$ cat src/rtl/qam16_rx_frame_ctrl.sv
// QAM16 receive frame sequencer: hunts for a sync word, reads a 16-bit length header,
// then emits that many 32-bit payload words with sop/eop framing and status pulses.
module qam16_rx_frame_ctrl #(
    parameter logic [31:0] SYNC_WORD = 32'hA5F03C96,
    parameter int unsigned MAX_LEN   = 1024,
    parameter int unsigned TIMEOUT   = 255
) (
    input  logic        CLK,
    input  logic        RST,
    input  logic        en,
    input  logic        valid_i,
    input  logic [3:0]  sym_i,
    output logic        valid_o,
    output logic [31:0] data_o,
    output logic        sop_o,
    output logic        eop_o,
    output logic        frame_done,
    output logic        abort,
    output logic        len_err,
    output logic        busy,
    output logic [15:0] frame_cnt
);

    localparam logic [1:0] HUNT    = 2'd0;
    localparam logic [1:0] HEADER  = 2'd1;
    localparam logic [1:0] PAYLOAD = 2'd2;

    localparam int unsigned LEN_W  = 16;
    localparam int unsigned FILL_W = 4;
    localparam logic [LEN_W-1:0]  MAX_LEN_V = LEN_W'(MAX_LEN);
    localparam logic [LEN_W-1:0]  IDLE_LAST = LEN_W'(TIMEOUT - 1);
    localparam logic [FILL_W-1:0] FILL_FULL = FILL_W'(8);

    logic [1:0]        state, state_d;
    logic [31:0]       shreg, shreg_d, shifted;
    logic [FILL_W-1:0] fill, fill_d;
    logic [LEN_W-1:0]  idle, idle_d;
    logic [LEN_W-1:0]  len, len_d;
    logic [LEN_W-1:0]  wcnt, wcnt_d;
    logic [2:0]        ncnt, ncnt_d;
    logic [31:0]       data_d;
    logic [15:0]       cnt_d;
    logic              valid_d, sop_d, eop_d, done_d, abort_d, len_err_d, busy_d;

    assign shifted = {shreg[27:0], sym_i};

    // State register and all registered outputs
    always_ff @(posedge CLK or posedge RST) begin
        if (RST) begin
            state      <= HUNT;
            shreg      <= '0;
            fill       <= '0;
            idle       <= '0;
            len        <= '0;
            wcnt       <= '0;
            ncnt       <= '0;
            valid_o    <= 1'b0;
            data_o     <= '0;
            sop_o      <= 1'b0;
            eop_o      <= 1'b0;
            frame_done <= 1'b0;
            abort      <= 1'b0;
            len_err    <= 1'b0;
            busy       <= 1'b0;
            frame_cnt  <= '0;
        end else begin
            state      <= state_d;
            shreg      <= shreg_d;
            fill       <= fill_d;
            idle       <= idle_d;
            len        <= len_d;
            wcnt       <= wcnt_d;
            ncnt       <= ncnt_d;
            valid_o    <= valid_d;
            data_o     <= data_d;
            sop_o      <= sop_d;
            eop_o      <= eop_d;
            frame_done <= done_d;
            abort      <= abort_d;
            len_err    <= len_err_d;
            busy       <= busy_d;
            frame_cnt  <= cnt_d;
        end
    end

    // Next-state and output decode; every return to HUNT wipes the hunt history
    always_comb begin
        state_d   = state;
        shreg_d   = shreg;
        fill_d    = fill;
        idle_d    = idle;
        len_d     = len;
        wcnt_d    = wcnt;
        ncnt_d    = ncnt;
        data_d    = data_o;
        cnt_d     = frame_cnt;
        valid_d   = 1'b0;
        sop_d     = 1'b0;
        eop_d     = 1'b0;
        done_d    = 1'b0;
        abort_d   = 1'b0;
        len_err_d = 1'b0;

        if (!en) begin
            abort_d = (state != HUNT);
            state_d = HUNT;
            shreg_d = '0;
            fill_d  = '0;
            idle_d  = '0;
        end else begin
            case (state)
                HUNT: begin
                    if (valid_i) begin
                        shreg_d = shifted;
                        fill_d  = (fill == FILL_FULL) ? FILL_FULL : fill + FILL_W'(1);
                        if (shifted == SYNC_WORD && fill_d == FILL_FULL) begin
                            state_d = HEADER;
                            ncnt_d  = '0;
                            idle_d  = '0;
                        end
                    end
                end
                HEADER, PAYLOAD: begin
                    if (valid_i) begin
                        idle_d  = '0;
                        shreg_d = shifted;
                        ncnt_d  = ncnt + 3'd1;
                        if (state == HEADER && ncnt == 3'd3) begin
                            if (shifted[15:0] == '0 || shifted[15:0] > MAX_LEN_V) begin
                                len_err_d = 1'b1;
                                state_d   = HUNT;
                                shreg_d   = '0;
                                fill_d    = '0;
                            end else begin
                                len_d   = shifted[15:0];
                                wcnt_d  = '0;
                                ncnt_d  = '0;
                                state_d = PAYLOAD;
                            end
                        end else if (state == PAYLOAD && ncnt == 3'd7) begin
                            valid_d = 1'b1;
                            data_d  = shifted;
                            sop_d   = (wcnt == '0);
                            eop_d   = (wcnt == len - LEN_W'(1));
                            wcnt_d  = wcnt + LEN_W'(1);
                            if (eop_d) begin
                                done_d  = 1'b1;
                                cnt_d   = frame_cnt + 16'd1;
                                state_d = HUNT;
                                shreg_d = '0;
                                fill_d  = '0;
                            end
                        end
                    end else if (idle == IDLE_LAST) begin
                        abort_d = 1'b1;
                        state_d = HUNT;
                        shreg_d = '0;
                        fill_d  = '0;
                        idle_d  = '0;
                    end else begin
                        idle_d = idle + LEN_W'(1);
                    end
                end
                default: begin
                    state_d = HUNT;
                    shreg_d = '0;
                    fill_d  = '0;
                    idle_d  = '0;
                end
            endcase
        end

        busy_d = (state_d != HUNT);
    end

endmodule

$ cat config.mk
export PLATFORM = sky130hd
export DESIGN_NAME = qam16_rx_frame_ctrl
export DESIGN_NICKNAME = d
export VERILOG_FILES = /design/src/rtl/qam16_rx_frame_ctrl.sv
export SDC_FILE = /design/constraint.sdc
export NUM_CORES = 1
export LEC_CHECK = 0
export BUFFER_PORTS_ARGS = -buffer_cell sky130_fd_sc_hd__buf_2
export CAP_MARGIN = 20
export CORE_MARGIN = 2
export CORE_UTILIZATION = 60
export CTS_BUF_LIST = sky130_fd_sc_hd__clkbuf_4 sky130_fd_sc_hd__clkbuf_8
export CTS_CLUSTER_DIAMETER = 30
export DETAILED_ROUTE_END_ITERATION = 8
export GPL_TIMING_DRIVEN = 0
export PLACE_DENSITY = 0.89
export SLEW_MARGIN = 20
export SYNTH_ARGS = -nofsm -noshare
export SYNTH_HDL_FRONTEND = slang
export SYNTH_SLANG_ARGS = --single-unit
$ cat constraint.sdc
create_clock -name CLK -period 4.2 [get_ports CLK]
set_input_delay 0.21 -clock CLK [delete_from_list [all_inputs] [get_ports CLK]]
set_output_delay 0.21 -clock CLK [all_outputs]
set_load 0.02 [all_outputs]
==> summary.md, run 1 <==
| Metric | Value |
|---|---|
| Worst Path Max Fanout | `10` |
| Top-Level Pins | `63` |
| Pin count of the biggest net entering global routing | `about 90` |
| Worst-Margin Slew | `~750 ps` |
| DRT Pass-1 Iters | `5` |
| Post-Synth Adder-Cell Area | `under 10%` |
| Worst Path Required | `between 4000 and 5000 ps` |
| Hold path depth | `3` |
| Die X | `110.4 um` |
| Initial Util | `about 62%` |
| Post-synthesis compound-gate area fraction | `a little under an eighth` |
| Outcome | `finished, final reports clean` |
| Final setup fails | `0` |
| # rows | `38` |
| Final hold vios | `0` |
| RR Startpoint | `len[0]` |
| Highest clock rate | `294.1 MHz` |
| Slew Viols, Final | `0` |
| Syn. warnings | `0` |
| Syn Nets | `between 700 and 800` |
| Placed cells | `between 900 and 1k` |
| Count leader, synth | `nand2_1` |
| Chip Height | `110.4 um` |
| Critical path startpoint | `len[0]` |
| Mux cell area share after synthesis | `less than 1%` |
| Final period util | `between 80 and 90%` |
| Number of port buffers | `60` |
| Tot GR Track Use | `approximately a quarter` |
| ANT nets after route | `0` |
| Setup CP Type | `reg -> reg` |
| Initial antenna violation count | `0` |
| Grt ovf | `0` |
| Worst-path clk slew | `~80 ps` |
| Layout cell share with drive strength beyond 1 | `about 15%` |
| Vias in the first global route | `5683` |
| Die area | `roughly 12000 um2` |
| Clk_lat worst skew | `450 ps` |
| Synth Flop Type | `dfrtp_1` |
| Syn avg cell area | `9.521 um2` |
| Async SR Flop Fraction | `100.0%` |
| CTS buffer count | `17` |
| Worst R2R Path Depth | `12` |
| Clock Skews | `18.87 ps` |
| Routed wire per std cell | `roughly 17 um` |
| Post-layout min period | `between 3000 and 4000 ps` |
| CTS tree | `built` |
| Clk buf depth | `2` |
| DR DRC count | `0` |
| Synth-to-Final Area Change | `14.87%` |
| Global-route wire length before repair | `approximately 27000 um` |
| Top cells by instance count after synthesis | `164 x nand2_1, 139 x dfrtp_1, 39 x nor2_1, 36 x nand3_1, 34 x o21ai_0` |
| Final #Nets | `approximately 820` |
| RSZ-0062 raised after global routing | `false` |
| Simple-gate share of the synthesized area | `roughly a quarter` |
| Clock root buffer master | `clkbuf_8` |
| Cell variety after synth | `56` |
| Hold Crit Class | `in -> reg` |
| Layout filler cell count | `slightly below 800` |
| Number of inserted diodes | `0` |
| Max Cap Viol | `0` |
| Critical path arrival | `~3700 ps` |
| Clock sinks | `approximately 140` |
| Worst setup slack after layout | `799.2 ps` |
| H-tree depth | `4` |
| Slew margin rel. | `49.67%` |
| Hold Startpoint | `sym_i[3]` |
| Largest family of logic cells by synthesized area | `simple AND/OR/NAND/NOR gates` |
| Pre-CTS WS | `around 960 ps` |
| Startpoint types | `register` |
| Routed Wire Length | `~16000 um` |
| Detailed Route Iter0 Violations | `roughly 500` |
| Util after Layout | `71.41%` |
| Seq/Total Area, Yosys | `about half` |
| Yosys top cell area share | `51.17%` |
| Flop and latch count out of synthesis | `approximately 140` |
| Syn Inst Count | `714` |
| Core area | `10940 um2` |
| CP Capture Type | `register` |
| EDFF count, synth | `0` |
| Via density | `6.110` |
| Peak VDD IR | `roughly 0.28 mV` |
| Synth Cell Area | `6798 um2` |
| Dpl hpwl | `11140 um` |
| Placer Congestion | `around 0.95` |
| Final std cells w/o fill | `about 950` |
| Via count | `approximately 5.8k` |
| Synth area leader | `dfrtp_1` |
| Pwr dens | `around 350 nW/um2` |
| Synth area leaders | `dfrtp_1 51%, nand2_1 9.1%, a22o_1 3.6%` |
| Post-Synth XOR/XNOR Area | `just under 6%` |
| Leak Pwr | `between 3 and 4 nW` |
-- worst paths after layout --
path,end,slack [ps]
min in group asynchronous,ncnt[1],320
worst max-delay path,shreg[5],800
worst max register to register,shreg[5],800
worst min-delay path,data_o[3],30
max in group asynchronous,frame_cnt[4],3150
worst min register to register,data_o[22],470
-- stage by stage --
step                      TNS (ps)  hold slack (ps)  cell area, um2  power [W]
after floorplan                  0            315.4            6798   0.001437
after global placement     -135840            456.7            7273   0.001458
after detailed placement         0            241.0            7308   0.001468
after CTS                        0            6.064            7804   0.002761
after global routing             0            27.02            7809   0.002830
final                            0            33.65            7809   0.002746
-- where the power goes --
part           switching, W   total, W  internal (W)
registers         0.0000125    0.00136       0.00135
logic             0.0000624  0.0000854     0.0000230
clock network      0.000515    0.00130      0.000787
-- per-layer routing --
layer / global-route usage, % / part of all wire [%]
met5: 0 / 0
met4: 11.17 / 2.6
met3: 5.818 / 7.0
met2: 43.89 / 50
met1: 34.60 / 40
-- cell usage in the layout, fill, tap and decap left out, drive strengths merged, types with 4 or more instances in the layout --
master / instances
a21oi: 19
a22o: 28
a31oi: 6
and2: 9
and3: 7
and4: 5
buf: 70
bufinv: 5
clkbuf: 48
dfrtp: 139
ha: 15
inv: 17
nand2: 164
nand2b: 7
nand3: 36
nand4: 19
nand4b: 4
nor2: 39
nor3: 17
nor3b: 6
nor4: 6
nor4b: 5
o21ai: 36
o31ai: 8
or4: 9
xnor2: 27
xor2: 19
-- repair_timing --
action	in CTS	in global routing
hold buffers	1	0
resized for setup	0	0
hold endpoints to repair	49	0
setup buffers	0	0
endpoints found under the setup margin	0	0
-- final cells by class --
class	count	area (um2)	area share, %
Sequential cell	139	3478	44.54
Multi-Input combinational cell	525	3120	39.96
Timing Repair Buffer	62	337.8	4.326
Clock buffer	23	304.0	3.894
Clock inverter	9	181.4	2.323
Tap cell	140	175.2	2.243
Buffer	34	143.9	1.843
Inverter	16	67.56	0.8652
-- state kept, by name (all words and copies together), names as in the netlist --
signal,count
data_o,32
shreg,28
frame_cnt,16
idle,16
len,16
wcnt,16
fill,4
ncnt,3
state,2
abort,1
busy,1
eop_o,1
len_err,1
sop_o,1
valid_o,1
-- kinds of logic (layout without fill, tap and decap cells) --
logic type	after synthesis	after routing
and+or+nand+nor	346	346
muxes	4	4
buffers and inverters	50	144
DFF	139	139
adders and majority gates	15	15
xor gates and xnor gates	46	46
AOI/OAI and AO/OA	114	114
-- critical path, cell delays in order, from the launching register on --
cell      delay (ps)
dfrtp_1          440
inv_1            130
ha_1             160
clkbuf_1         280
nor3b_1          380
nand4_1          150
a22oi_1          340
nor3b_1          220
nand4_1          300
a21oi_1          290
o21ai_2          170
buf_2            220
a22o_1           210
Power figures use the tool's default switching activity.
==> run 2, diff against run 1 <==
==> constraint.sdc (replaced) <==
create_clock -name CLK -period 3.15 [get_ports CLK]
set_input_delay 0.1575 -clock CLK [delete_from_list [all_inputs] [get_ports CLK]]
set_output_delay 0.1575 -clock CLK [all_outputs]
set_load 0.02 [all_outputs]
==> summary.md, run 2 (same netlist as run 1, synthesis figures left out) <==
| Metric | Value |
|---|---|
| Outcome | `finished, final reports clean` |
| Tot GR Track Use | `27.71% (+0.97 points)` |
| Worst path cell trace | `inv_1 -> ha_2 -> nor3b_2 -> nand4_1 -> a22oi_2 -> nor3b_1 -> nand4_1 -> buf_4 -> a211o_1 -> o21ai_1 -> o31ai_1` |
| Slew Viols, Final | `0 (unchanged)` |
| Layout cell share with drive strength beyond 1 | `16.52% (+1.9 points)` |
| Final hold vios | `0 (unchanged)` |
| Clock sinks | `139 (unchanged)` |
| Placer Congestion | `0.9374 (-1.1%)` |
| Startpoint types | `register` |
| Initial Util | `62.16% (unchanged)` |
| Largest Register | `data_o` |
| Max Cap Viol | `0 (unchanged)` |
| Clock root buffer master | `clkbuf_8` |
| RR Startpoint | `len[0]` |
| ANT nets after route | `0 (unchanged)` |
| Clock Skews | `13.19 ps (-5.681 ps)` |
| Commonest non-fill, non-tap cell in the layout | `nand2_1` |
| Pin count of the biggest net entering global routing | `36 (-60%)` |
| Pwr dens | `436.2 nW/um2 (+24%)` |
| Via count | `5767 (-0.43%)` |
| CTS tree | `built` |
| CP Capture Type | `register` |
| Final #Nets | `829 (+1.3%)` |
| # rows | `38 (unchanged)` |
| Initial antenna violation count | `0 (unchanged)` |
| Final std cells w/o fill | `957 (+0.95%)` |
| Worst-path clk slew | `80 ps (about the same)` |
| Clk_lat worst skew | `460 ps (about the same)` |
| CTS buffer count | `17 (unchanged)` |
| H-tree depth | `4 (unchanged)` |
| Chip Height | `110.4 um (unchanged)` |
| Leak Pwr | `3.957 nW (+0.98%)` |
| Hold Startpoint | `en` |
| Slew margin rel. | `60.03% (+10 points)` |
| Final period util | `95.43% (+14 points)` |
| Final setup fails | `0 (unchanged)` |
| CP max-delay cell | `dfrtp_1` |
| Commonest non-fill, non-tap cells in the layout | `164 x nand2_1, 139 x dfrtp_1, 64 x buf_2` |
| Top flop regs | `data_o: 32 flops, shreg: 28 flops` |
| Grt ovf | `0 (unchanged)` |
| Number of inserted diodes | `0 (unchanged)` |
| Top-Level Pins | `63 (unchanged)` |
| Synth-to-Final Area Change | `16.84%` |
| Setup CP Type | `reg -> reg` |
| Critical path arrival | `3340 ps (-390 ps)` |
| Global Route met2 Usage | `44.79% (+0.90 points)` |
| Via density | `6.026 (-1.4%)` |
| Worst-Margin Slew | `596.4 ps (-158.5 ps)` |
| Critical path startpoint | `len[0]` |
| Routed wire per std cell | `17.06 um (+0.65%)` |
| Dpl hpwl | `11550 um (+3.6%)` |
| Worst Path Max Fanout | `9 (-1)` |
| Worst Path Required | `3480 ps (-1050 ps)` |
| Delay of the slowest cell on the worst path | `470 ps (+30 ps)` |
| Number of port buffers | `60 (unchanged)` |
| Met1 Usage GRT | `35.56% (+0.97 points)` |
| Highest clock rate | `332.6 MHz (+13%)` |
| Die area | `12200 um2 (unchanged)` |
| Util after Layout | `72.63% (+1.2 points)` |
| Hold Crit Class | `in -> reg` |
| Die X | `110.4 um (unchanged)` |
| Detailed Route Iter0 Violations | `451 (-11%)` |
| Placed cells | `919 (+0.44%)` |
| Largest register FFs | `32 (unchanged)` |
| Clk buf depth | `2 (unchanged)` |
| Post-layout min period | `3006 ps (-394.6 ps)` |
| Vias in the first global route | `5776 (+1.6%)` |
| DRT Pass-1 Iters | `5 (unchanged)` |
| Post-DP Area | `7392 um2 (+1.1%)` |
| Peak VDD IR | `0.3617 mV (+28%)` |
| Core area | `10940 um2 (unchanged)` |
| GR met3 Demand/Resource | `6.476% (+0.66 points)` |
| Gr busiest metal | `met2` |
| DR DRC count | `0 (unchanged)` |
| Routed Wire Length | `16330 um (+1.6%)` |
| Final instance area | `7943 um2 (+1.7%)` |
| Global-route wire length before repair | `27630 um (+2.6%)` |
| Critical Path Most Common Cell | `nand4_1` |
-- run 2: path summary, 6_finish.rpt --
path | end | slack (ps) | cells after the start
max | fill[2] | 140 | 11
min | state[0] | 160 | 3
max reg2reg | fill[2] | 140 | 11
min reg2reg | data_o[16] | 470 | 2
max in group asynchronous | data_o[21] | 2120 | 6
min in group asynchronous | idle[14] | 180 | 3
-- run 2: critical path, delay by kind of cell, from the launching register on --
| family | cells | cell delay [ps] |
|---|---|---|
| AND/OR/NAND/NOR | 4 | 770 |
| adder cells (fa/ha/maj) | 1 | 300 |
| buffers and inverters | 2 | 330 |
| AO/OA/AOI/OAI | 4 | 990 |
| flip-flops | 1 | 470 |
-- run 2: where the power goes --
group / switching (W) / internal, W
Combinational: 0.0000877 / 0.0000449
Sequential: 0.0000167 / 0.00179
Clock: 0.000683 / 0.000839
-- run 2: final cells by class --
| class | count | area, um2 |
|---|---|---|
| Sequential cell | 139 | 3478 |
| Multi-Input combinational cell | 525 | 3172 |
| Fill cell | 761 | 2993 |
| Timing Repair Buffer | 74 | 495.5 |
| Clock buffer | 20 | 275.3 |
| Tap cell | 140 | 175.2 |
| Clock inverter | 10 | 141.4 |
| Buffer | 33 | 141.4 |
| Inverter | 16 | 63.81 |
-- run 2: repair_timing --
item,4_1_cts,5_1_grt
gates resized for setup,3,10
pin swaps,2,3
hold buffers,5,0
setup buffers,3,1
endpoints found under the setup margin,33,55
hold endpoints to repair,82,0
-- run 2: layer usage --
layer | wire length (um) | up-vias
li1 | - | 2675
met1 | 6577 | 2792
met2 | 8114 | 248
met3 | 1194 | 52
met4 | 444 | 0
met5 | 0 | -
-- run 2: stage by stage --
stage	setup slack, ps	setup TNS [ps]	total power (W)	hold WS [ps]
floorplan	389.0	0	0.001916	262.9
global route	-15.10	-22.49	0.003575	142.5
detailed placement	-207.7	-3865	0.001972	115.9
finish	143.8	0	0.003464	156.2
global placement	9.742	0	0.001946	431.2
CTS	2.136	0	0.003480	109.6
==> run 3, diff against run 2 <==
--- a/config.mk
+++ b/config.mk
@@ -7,13 +7,14 @@
 export LEC_CHECK = 0
 export BUFFER_PORTS_ARGS = -buffer_cell sky130_fd_sc_hd__buf_2
 export CAP_MARGIN = 20
-export CORE_MARGIN = 2
+export CORE_MARGIN = 5
 export CORE_UTILIZATION = 60
 export CTS_BUF_LIST = sky130_fd_sc_hd__clkbuf_4 sky130_fd_sc_hd__clkbuf_8
 export CTS_CLUSTER_DIAMETER = 30
 export DETAILED_ROUTE_END_ITERATION = 8
 export GPL_TIMING_DRIVEN = 0
 export PLACE_DENSITY = 0.89
+export SKIP_LAST_GASP = 1
 export SLEW_MARGIN = 20
 export SYNTH_ARGS = -nofsm -noshare
 export SYNTH_HDL_FRONTEND = slang
==> summary.md, run 3 (same netlist as run 1, synthesis figures left out) <==
| Metric | Value |
|---|---|
| Hold Crit Class | `in -> reg` |
| CP max-delay cell | `or4_1` |
| Post-layout min period | `3165 ps (+159.2 ps)` |
| Core area | `10980 um2 (+0.43%)` |
| Number of port buffers | `60 (unchanged)` |
| Final hold vios | `0 (unchanged)` |
| Crit path buf inv count | `2 (unchanged)` |
| Clk buf depth | `2 (unchanged)` |
| Worst-path clk slew | `80 ps (about the same)` |
| Sw frac | `23.56% (+0.84 points)` |
| Routed wire per std cell | `18.04 um (+5.7%)` |
| Clock sinks | `139 (unchanged)` |
| Worst hold margin | `6.994 ps (-149.2 ps)` |
| CTS buffer count | `17 (unchanged)` |
| DRT Pass-1 Iters | `6 (+1)` |
| Initial antenna violation count | `0 (unchanged)` |
| Clock root buffer master | `clkbuf_8` |
| Routed Wire Length | `17270 um (+5.7%)` |
| Final period util | `100.5% (+5.1 points)` |
| Worst-Margin Slew | `600.7 ps (+4.340 ps)` |
| Critical path arrival | `3500 ps (+160 ps)` |
| CP Capture Type | `register` |
| Worst setup slack after layout | `-15.36 ps (-159.2 ps)` |
| Commonest non-fill, non-tap cell in the layout | `nand2_1` |
| Number of inserted diodes | `0 (unchanged)` |
| FF+latch area | `3478 um2 (unchanged)` |
| Internal Pwr Total | `0.002638 W (-1.5%)` |
| Delay of the slowest cell on the worst path | `520 ps (+50 ps)` |
| Pwr dens | `436.5 nW/um2 (about the same)` |
| Top flop regs | `data_o: 32 flops, shreg: 28 flops` |
| Startpoint types | `register` |
| Slew Viols, Final | `0 (unchanged)` |
| Combinational power share | `3.6% (-0.2 points)` |
| Outcome | `finished with violations` |
| Grt ovf | `0 (unchanged)` |
| Largest Register | `data_o` |
| Clock Skews | `15.45 ps (+2.255 ps)` |
| Placer Congestion | `0.8854 (-5.5%)` |
| Via count | `5793 (+0.45%)` |
| ANT nets after route | `0 (unchanged)` |
| Detailed Route Iter0 Violations | `523 (+16%)` |
| Initial Util | `61.89% (-0.27 points)` |
| Total negative slack | `-15.36 ps (-15.36 ps)` |
| Worst Path Required | `3480 ps (about the same)` |
| Pin count of the biggest net entering global routing | `38 (+5.6%)` |
| Sequential power share | `52.5% (+0.2 points)` |
| Setup CP Type | `reg -> reg` |
| Layout cell share with drive strength beyond 1 | `16.65% (+0.12 points)` |
| Post-DP Area | `7357 um2 (-0.47%)` |
| Peak VDD IR | `0.5500 mV (+52%)` |
| Area of the multi-input gates | `3182 um2 (+0.32%)` |
| NetSw | `0.0008129 W (+3.3%)` |
| Violations in the final reports | `negative setup slack` |
| DR DRC count | `0 (unchanged)` |
| RSZ-0062 raised after global routing | `true` |
| Tot GR Track Use | `26.70% (-1.0 points)` |
| Largest register FFs | `32 (unchanged)` |
| Leak Pwr | `3.941 nW (-0.40%)` |
| Clk_lat worst skew | `450 ps (about the same)` |
| Util after Layout | `71.98% (-0.66 points)` |
| Layout filler cell count | `748 (-1.7%)` |
| Die X | `116.4 um (+5.4%)` |
| Die area | `13560 um2 (+11%)` |
| Chip Height | `116.4 um (+5.4%)` |
| # rows | `38 (unchanged)` |
| Final #Nets | `827 (-0.24%)` |
| Via density | `6.053 (+0.45%)` |
| Pre-CTS WS | `-88.92 ps (+118.8 ps)` |
| Global-route wire length before repair | `28330 um (+2.5%)` |
| Top-Level Pins | `63 (unchanged)` |
| Slew margin rel. | `59.95% (-0.073 points)` |
| Worst Path Max Fanout | `10 (+1)` |
| Synth-to-Final Area Change | `16.29%` |
| CTS tree | `built` |
| Family with the most delay on the worst path | `simple AND/OR/NAND/NOR gates` |
| Dpl hpwl | `11580 um (+0.25%)` |
| Max Cap Viol | `0 (unchanged)` |
| Final setup fails | `1 (+1)` |
| H-tree depth | `4 (unchanged)` |
| Highest clock rate | `315.9 MHz (-5.0%)` |
| Worst path cell trace | `buf_2 -> nor4_4 -> nand4b_2 -> or4_1 -> a21oi_2 -> nand4_1 -> a21oi_2 -> o21ai_2 -> buf_2 -> a22o_1` |
| Clock power frac | `43.9% (about the same)` |
| Commonest non-fill, non-tap cells in the layout | `164 x nand2_1, 139 x dfrtp_1, 64 x buf_2` |
| Final instance area | `7905 um2 (-0.47%)` |
| Vias in the first global route | `5828 (+0.90%)` |
run 3: changes by cell type in the layout (fill, tap and decap cells not counted), moves of 2 or more:
cell / change
buf_16: -2
clkbuf_8: -2
clkinv_2: +3
clkinv_4: -2
inv_6: +3
run 3: per-stage QoR:
stage                     cells  power, W
final                       957  0.003451
after CTS                   956  0.003460
after detailed placement    918  0.001964
after floorplan             714  0.001916
after global placement      914  0.001945
after global routing        957  0.003557
run 3: repair_timing:
item / 4_1_cts / 5_1_grt
hold endpoints to repair: 23 / 0
pin swaps: 1 / 2
resized for setup: 4 / 11
cloned: 0 / 0
setup buffers: 3 / 1
hold buffers: 4 / 0
setup endpoints to repair: 26 / 51
run 3: final timing paths:
| check | start | to | slack [ps] | cells past startpoint |
|---|---|---|---|---|
| setup / recovery | len[3] | shreg[11] | -20 | 10 |
| hold / removal | sym_i[2] | len[2] | 7 | 3 |
| setup reg to reg | len[3] | shreg[11] | -20 | 10 |
| hold reg to reg | data_o[31] | data_o[31] | 480 | 2 |
| max in group asynchronous | RST | shreg[18] | 2140 | 5 |
| min in group asynchronous | RST | wcnt[7] | 270 | 3 |
run 3: final cells by class:
type,count,area share [%]
tap,140,2.216
clock inverter,14,2.089
clock buffer,18,3.134
inverter,16,0.8072
multi-input combinational,525,40.25
timing repair buffer,73,5.761
buffer,32,1.741
sequential,139,44.00
run 3: power by group through the flow:
stage,registers (W),logic (W),clock network [W]
floorplan,0.00184,0.0000761,0
global placement,0.00184,0.000101,0
detailed placement,0.00184,0.000119,0
CTS,0.00181,0.000125,0.00153
global route,0.00181,0.000141,0.00160
finish,0.00181,0.000125,0.00151
run 3: metal layers:
| layer | up-vias | GRT usage, % | routed length [um] |
|---|---|---|---|
| met3 | 36 | 7.098 | 1265 |
| met5 | - | 0 | 0 |
| met4 | 0 | 9.513 | 338 |
| met2 | 254 | 44.24 | 8739 |
| met1 | 2828 | 34.00 | 6920 |
| li1 | 2675 | - | - |
run 3: worst min-delay path: stages:
cell     delay, ps
buf_2          140
nand2_1         60
nand2_1         50
